$ cat config.mk
export PLATFORM = sky130hd
export DESIGN_NAME = fsm_event_counter
export DESIGN_NICKNAME = d
export VERILOG_FILES = /design/src/rtl/fsm_event_counter.sv
export SDC_FILE = /design/constraint.sdc
export NUM_CORES = 1
export LEC_CHECK = 0
export CAP_MARGIN = 25
export CORE_AREA = 3 3 40 42
export DETAILED_ROUTE_END_ITERATION = 12
export DIE_AREA = 0 0 43 45
export HOLD_SLACK_MARGIN = 0.08
export RECOVER_POWER = 50
export SLEW_MARGIN = 30
export SYNTH_ARGS = -nofsm -noshare
export SYNTH_HDL_FRONTEND = slang
export SYNTH_SLANG_ARGS = --single-unit
$ cat constraint.sdc
create_clock -name Clk -period 3.3 [get_ports Clk]
set_clock_uncertainty 0.15 [all_clocks]
set_input_delay 0.33 -clock Clk [delete_from_list [all_inputs] [get_ports Clk]]
set_output_delay 0.33 -clock Clk [all_outputs]
set_load 0.01 [all_outputs]
$ cat src/rtl/fsm_event_counter.sv
// Counts qualified events on FSM_in and pulses FSM_out once COUNT_N have been seen.
// Optional inactivity abort while counting is compiled in with FSM_CNT_TIMEOUT_EN.

module fsm_event_counter #(
    parameter int CNT_W        = 4,
    parameter int COUNT_N      = 5,
    parameter int EDGE_MODE    = 0,
    parameter int AUTO_RESTART = 1,
    parameter int TIMEOUT_CYC  = 16
) (
    input  logic             Clk,
    input  logic             rst_n,
    input  logic             FSM_en,
    input  logic             FSM_clr,
    input  logic             FSM_in,
    output logic             FSM_out,
    output logic             FSM_busy,
    output logic             FSM_hold,
    output logic [CNT_W-1:0] FSM_cnt,
    output logic             FSM_timeout
);

    // state | meaning
    // IDLE  | no sequence in progress, cnt = 0
    // COUNT | sequence in progress, cnt = events accepted so far
    // HOLD  | sequence complete, parked until FSM_clr (AUTO_RESTART = 0)
    typedef enum logic [2:0] {
        IDLE  = 3'b000,
        COUNT = 3'b001,
        HOLD  = 3'b010
    } state_t;

    localparam logic [CNT_W-1:0] CNT_LAST = CNT_W'(COUNT_N - 1);

    state_t           state;
    state_t           state_nxt;
    logic [CNT_W-1:0] cnt;
    logic [CNT_W-1:0] cnt_nxt;
    logic             out_q;
    logic             out_nxt;
    logic             in_d;
    logic             ev;
    logic             tmo_hit;

    // in_d is always referenced so level mode does not leave it dangling
    assign ev = FSM_en & FSM_in & ((EDGE_MODE == 0) | ~in_d);

    always_comb begin
        state_nxt = state;
        cnt_nxt   = cnt;
        out_nxt   = 1'b0;
        if (FSM_clr) begin
            state_nxt = IDLE;
            cnt_nxt   = '0;
        end else if (tmo_hit) begin
            state_nxt = IDLE;
            cnt_nxt   = '0;
        end else begin
            case (state)
                IDLE: begin
                    if (ev) begin
                        state_nxt = COUNT;
                        cnt_nxt   = CNT_W'(1);
                    end else begin
                        cnt_nxt   = '0;
                    end
                end
                COUNT: begin
                    if (ev) begin
                        if (cnt == CNT_LAST) begin
                            cnt_nxt   = '0;
                            out_nxt   = 1'b1;
                            state_nxt = (AUTO_RESTART != 0) ? IDLE : HOLD;
                        end else begin
                            cnt_nxt   = cnt + CNT_W'(1);
                        end
                    end
                end
                HOLD: begin
                    cnt_nxt = '0;
                end
                default: begin
                    state_nxt = IDLE;
                    cnt_nxt   = '0;
                end
            endcase
        end
    end

    always_ff @(posedge Clk or negedge rst_n) begin
        if (!rst_n) begin
            state <= IDLE;
            cnt   <= '0;
            out_q <= 1'b0;
            in_d  <= 1'b0;
        end else begin
            state <= state_nxt;
            cnt   <= cnt_nxt;
            out_q <= out_nxt;
            in_d  <= FSM_in;
        end
    end

`ifdef FSM_CNT_TIMEOUT_EN
    localparam int TMR_W = $clog2(TIMEOUT_CYC + 1);

    logic [TMR_W-1:0] timer;
    logic             tmo_q;

    assign tmo_hit = (state == COUNT) && (timer == TMR_W'(TIMEOUT_CYC));

    // Timer only runs while the sequence stays in COUNT without a new event
    always_ff @(posedge Clk or negedge rst_n) begin
        if (!rst_n) begin
            timer <= '0;
            tmo_q <= 1'b0;
        end else begin
            tmo_q <= tmo_hit & ~FSM_clr;
            if (FSM_clr || ev || tmo_hit || (state_nxt != COUNT))
                timer <= '0;
            else
                timer <= timer + TMR_W'(1);
        end
    end

    assign FSM_timeout = tmo_q;
`else
    assign tmo_hit     = 1'b0;
    assign FSM_timeout = 1'b0;
`endif

    assign FSM_out  = out_q;
    assign FSM_cnt  = cnt;
    assign FSM_busy = (state == COUNT);
    assign FSM_hold = (state == HOLD);

endmodule

==> key figures, run 1 <==
Outcome
  – Outcome: finished clean

STA
  – Min Hold Slack: 0.251 ns
  – Fin crit period: about 1.7 ns
  – Final hold vios: 0
  – Setup TNS: 0 ns
  – Fin crit share: 51.6%
  – FMAX: about 600 MHz
  – Final Setup Violations: 0
  – Slew Viols, Final: 0
  – RSZ-0062 raised after global routing: no

Die
  – Initial Util: 25.1%
  – Core Region: 1280 µm²
  – Core Rows: 13
  – Die H: ~45 µm
  – I/O pin cnt: 13
  – Chip Width: about 43 µm
  – Die ar.: a little under 2000 µm²

Critical path
  – CP max FO: 5
  – Buf+Inv Stages, Crit Path: 1
  – WS Path Type: reg2out
  – Crit-path max cell delay: 0.56 ns
  – CP arrival: 1.22 ns
  – Critical path endpoint category: output port
  – Delay-heaviest family, CP: buffers and inverters
  – Cell Chain, Critical Path: clkdlybuf4s50_1
  – Critical-path top delay cell: clkdlybuf4s50_1
  – CP required: about 2.8 ns
  – Worst setup SP type: register

Finish
  – Diode count: 0
  – Post-route cell area: ~450 µm²
  – Area Growth Syn to Fin: 40.3%
  – Layout cell share with drive strength beyond 1: 8.33%
  – Finished Core Util: 35.2%
  – Fillers: 136
  – Layout Nets: 57

Route
  – Routed vias/inst: 4.81
  – Antenna viol nets, final: 0
  – DRT iter0 DRCs: 7
  – Via count: 303
  – Drt first pass iters: 4
  – DR WL/cell: 10.4 µm
  – Total routed wirelength: about 660 µm
  – # DRC: 0

Clocking
  – CTS resizes: 0
  – Reg clk slew, reported paths: approximately 0.04 ns
  – CTS max path bufs: 2
  – Htree depth: 1
  – Number of CTS-inserted buffers: 3
  – Root buf cell: clkbuf_4
  – CTS tree: done
  – Clk_lat worst skew: 0.24 ns
  – Clock sink total: 6
  – Post-CTS Setup Bufs: 0
  – Hold Buf Count CTS: 0

Synth
  – Top cell type's share of synthesized area: 46.5%
  – Post-synthesis cell count: 36
  – Leading area contributor after synthesis: dfrtp_1
  – Synthesized cell area: between 300 and 400 µm²
  – Syn avg cell area: roughly 9.0 µm²
  – Ys Warns: 0
  – Post-synthesis sequential area ratio: 46.5%
  – Library cells used by synthesis: 18
  – Top post-synthesis cells by area: dfrtp_1 (47%), a21oi_1 (7.8%), ha_1 (7.8%)
  – Yosys reg bits: 6

Pwr
  – Final Total Pwr: 0.162 mW
  – Static leakage: 0.182 nW
  – Max VDD drop: 0.111 mV
  – Pwr Density: 357 nW/µm²

Global route
  – Initial antenna violation count: 0
  – First-pass GRT wire length: 1040 µm
  – Vias in the first global route: 266
  – GRT Util Overall: around 7.9%
  – GRT overflow: 0
  – Largest net degree at the start of global routing: 7

Placed design
  – Post-DP Area: 430 µm²
  – Placer Congestion: 0.789
  – Port bufs: 10
  – Post-DP HPWL: around 500 µm

Min path
  – Worst min path class: in2async

Job
  – Max Cap Violations: 0
-- where the power goes --
group | leakage (nW) | total, mW | switching, mW | internal, mW
registers | 0.0824 | 0.0772 | 0.00197 | 0.0752
clock network | 0.0138 | 0.0674 | 0.0262 | 0.0411
logic | 0.0858 | 0.0171 | 0.00869 | 0.00843
total | 0.182 | 0.162 | 0.0369 | 0.125
-- metrics by stage --
stage,worst slack [ns],std cells
2_1_floorplan,1.81,37
3_3_place_gp,1.58,60
3_5_place_dp,1.55,60
4_1_cts,1.58,63
5_1_grt,1.55,63
6_report,1.60,63
-- layout by cell type, fill, tap and decap left out --
cell type,Yosys,layout
inv_1,2,2
nand3_1,1,1
conb_1,1,2
clkdlybuf4s50_1,0,9
and2_0,0,1
nand2b_1,2,2
nor3_1,3,3
nand2_1,3,3
a311oi_1,1,1
nand4_1,1,1
nand3b_1,1,1
nor2_1,2,2
or4_1,1,1
dfrtp_1,6,6
a21oi_1,5,5
ha_1,2,2
clkbuf_4,0,3
o21ai_0,1,1
inv_2,1,1
dlygate4sd3_1,0,1
-- cell families after synthesis --
logic type                 synth area share, %
AOI/OAI and AO/OA                         12.0
other                                     1.16
buffers and inverters                     8.14
adders and majority gates                 7.75
DFF                                       46.5
and+or+nand+nor                           24.4
-- registers in the layout (all words and copies together), names as in the netlist --
register / flops
FSM_cnt: 4
FSM_out: 1
state: 1
-- worst register-to-register path, delay by kind of cell, from the launching register on --
family                   cells  cell delay [ns]
AO/OA/AOI/OAI                1             0.13
adder cells (fa/ha/maj)      1             0.21
buffers and inverters        1             0.09
flip-flops                   1             0.42
AND/OR/NAND/NOR              1             0.46
-- metal layers --
metal	global-route usage [%]	vias to the layer above	wire, µm
met1	9.54	138	301
met3	2.39	3	62
li1	-	144	-
met4	9.04	0	27
met2	10.2	18	266
met5	0	-	0
-- synth_stat cells --
master and instances:
dfrtp_1 6, inv_2 1, nand3b_1 1, a311oi_1 1, nor2_1 2, ha_1 2, inv_1 2, conb_1 1
nand4_1 1, o21ai_0 1, a21oi_1 5, nand2b_1 2, nor3_1 3, buf_4 2, or4_1 1, and2_1 1
nand2_1 3, nand3_1 1
-- area by class of cell --
cell class              count  area [µm²]  area share [%]
well taps                  15        18.8            4.14
multi-input cells          26         150            33.1
repair buffers             10         100            22.1
clock buffers               3        22.5            4.97
flip-flops and latches      6         150            33.1
inverters                   3        11.3            2.49
-- worst paths after layout --
path | from | depth (start not counted) | endpoint | slack (ns)
min reg2reg | FSM_cnt[2] | 1 | FSM_cnt[2] | 0.42
min in group Clk | FSM_cnt[2] | 1 | FSM_cnt[2] | 0.42
max | FSM_cnt[0] | 1 | FSM_cnt[0] | 1.60
max in group asynchronous | rst_n | 1 | FSM_cnt[0] | 2.52
min | rst_n | 1 | state[0] | 0.25
max reg2reg | FSM_cnt[0] | 4 | FSM_cnt[3] | 1.78
Note: power is estimated with default switching activity, not from simulation.
==> inputs of run 2 (changes only) <==
Clock period 3.3 ns to 1.4 ns, I/O delays scaled along.
==> key figures, run 2 (synthesized netlist as in run 1, its figures left out) <==
Outcome
  – Outcome: finished clean

Clocking
  – Clock sink total: 6
  – Htree depth: 1
  – Root buf cell: clkbuf_4
  – CTS max path bufs: 2
  – CTS tree: done
  – Reg clk slew, reported paths: 0.05 ns
  – Clk_lat worst skew: 0.24 ns
  – Number of CTS-inserted buffers: 3

Finish
  – Area Growth Syn to Fin: 61.6%
  – Most frequent cells in the layout: dfrtp_1 (6), buf_4 (6), dlygate4sd2_1 (5)
  – Non-Filler Instances: 70
  – Layout cell share with drive strength beyond 1: between 20% and 30%
  – Multi-input logic area: 170 µm²
  – FF+latch area: approximately 150 µm²
  – Fillers: 142
  – Diode count: 0
  – Layout Nets: 64
  – Max FFs per register: 4

Die
  – Chip Width: approximately 43 µm
  – Core Rows: 13
  – I/O pin cnt: 13
  – Initial Util: between 20% and 30%
  – Die H: approximately 45 µm
  – Core Region: 1280 µm²
  – Die ar.: 1940 µm²

Critical path
  – Critical path endpoint category: register
  – CP required: around 1.4 ns
  – Delay-heaviest family, CP: simple AND/OR/NAND/NOR gates
  – R2r worst-path depth: 4
  – Critical-path top delay cell: or4_4
  – Worst setup SP type: register
  – Crit-path max cell delay: 0.47 ns
  – CP arrival: roughly 1.4 ns
  – Reg-to-reg endpoint: FSM_cnt[3]
  – WS Path Type: reg2reg
  – CP max FO: 2
  – RR Startpoint: FSM_cnt[0]
  – Cell Chain, Critical Path: inv_2 > ha_4 > or4_4 > a21oi_2
  – Buf+Inv Stages, Crit Path: 1
  – R2r setup slk: approximately 0.011 ns

Route
  – Total routed wirelength: 876 µm
  – DR WL/cell: 12.5 µm
  – # DRC: 0
  – Via count: 330
  – Antenna viol nets, final: 0
  – Drt first pass iters: 2
  – DRT iter0 DRCs: 2
  – Routed vias/inst: between 4 and 5

Global route
  – Initial antenna violation count: 0
  – First-pass GRT wire length: 1350 µm
  – Vias in the first global route: 324
  – GRT overflow: 0
  – Largest net degree at the start of global routing: 7
  – GRT Util Overall: 9.38%

STA
  – Final Setup Violations: 0
  – RSZ-0062 raised after global routing: yes
  – Fin crit share: 99.2%
  – FMAX: 720 MHz
  – Slew Viols, Final: 0
  – Fin crit period: 1.39 ns
  – Final hold vios: 0
  – Setup TNS: 0 ns
  – Min Hold Slack: 0.336 ns

Min path
  – Min-Delay Path Depth: 2
  – Hold Crit Endpoint: state[0]
  – Worst min path class: in2reg
  – Hold_sp: FSM_clr

Placed design
  – Post-DP HPWL: between 600 and 700 µm
  – Placer Congestion: 0.745
  – Inst Count DP: 65
  – Port bufs: 10

Pwr
  – Static leakage: 0.243 nW
  – Pwr Density: 762 nW/µm²
  – Max VDD drop: 0.431 mV
  – Final Total Pwr: 0.398 mW

Job
  – Max Cap Violations: 0
[run 2: cell types whose count changed in the layout (fill, tap and decap cells not counted), moves of 2 or more]
cell	before	now
clkdlybuf4s50_1	9	3
inv_2	1	3
dlygate4sd2_1	0	5
buf_4	0	6
inv_1	2	0
[run 2: worst reg2reg max path: cells and delay by family (launching register included)]
kind,cells,cell delay (ns)
AO/OA/AOI/OAI,1,0.12
flip-flops,1,0.36
adder cells (fa/ha/maj),1,0.15
AND/OR/NAND/NOR,1,0.47
buffers and inverters,1,0.06
[run 2: layer usage]
layer | vias to the layer above | global-route usage [%] | wire, µm
met3 | 0 | 3.19 | 56
li1 | 160 | - | -
met4 | 0 | 3.61 | 0
met1 | 156 | 9.80 | 374
met2 | 14 | 17.4 | 445
met5 | - | 0 | 0
[run 2: cell type report]
type / count / share of cell area, %
repair buffers: 17 / 28.5
multi-input cells: 26 / 32.6
inverters: 3 / 2.16
well taps: 15 / 3.60
clock buffers: 3 / 4.32
flip-flops and latches: 6 / 28.8
[run 2: timing repair]
action	4_1_cts	5_1_grt
endpoints found under the hold margin	6	0
resized for setup	7	4
setup buffers	1	0
pin swaps	1	1
hold buffers	1	0
endpoints found under the setup margin	6	3
[run 2: per-stage QoR]
| step | setup WS [ns] | util [%] | area, µm² |
|---|---|---|---|
| final | 0.0112 | 40.6 | 522 |
| after global routing | -0.0201 | 40.6 | 522 |
| after CTS | -0.000388 | 40.0 | 514 |
| after detailed placement | -0.151 | 36.6 | 470 |
| after global placement | -0.124 | 36.6 | 470 |
| after floorplan | -0.0749 | - | 329 |
[run 2: power by group]
part	switching, mW	internal, mW	leakage, nW
sequential	0.00317	0.177	0.0824
clock	0.0653	0.0972	0.0138
combinational	0.0268	0.0279	0.146
total	0.0953	0.302	0.243
[run 2: how the worst max path moves through the flow]
| stage | start | cells after the start | end | slack (ns) |
|---|---|---|---|---|
| final | FSM_cnt[0] | 4 | FSM_cnt[3] | 0.01 |
| after floorplan | FSM_cnt[0] | 4 | FSM_cnt[3] | -0.07 |
| after global placement | FSM_in | 4 | FSM_cnt[3] | -0.12 |
| after detailed placement | FSM_in | 4 | FSM_cnt[3] | -0.15 |
| after global routing | FSM_cnt[1] | 4 | FSM_cnt[3] | -0.02 |
| after CTS | FSM_cnt[0] | 4 | FSM_cnt[3] | -0.0004 |
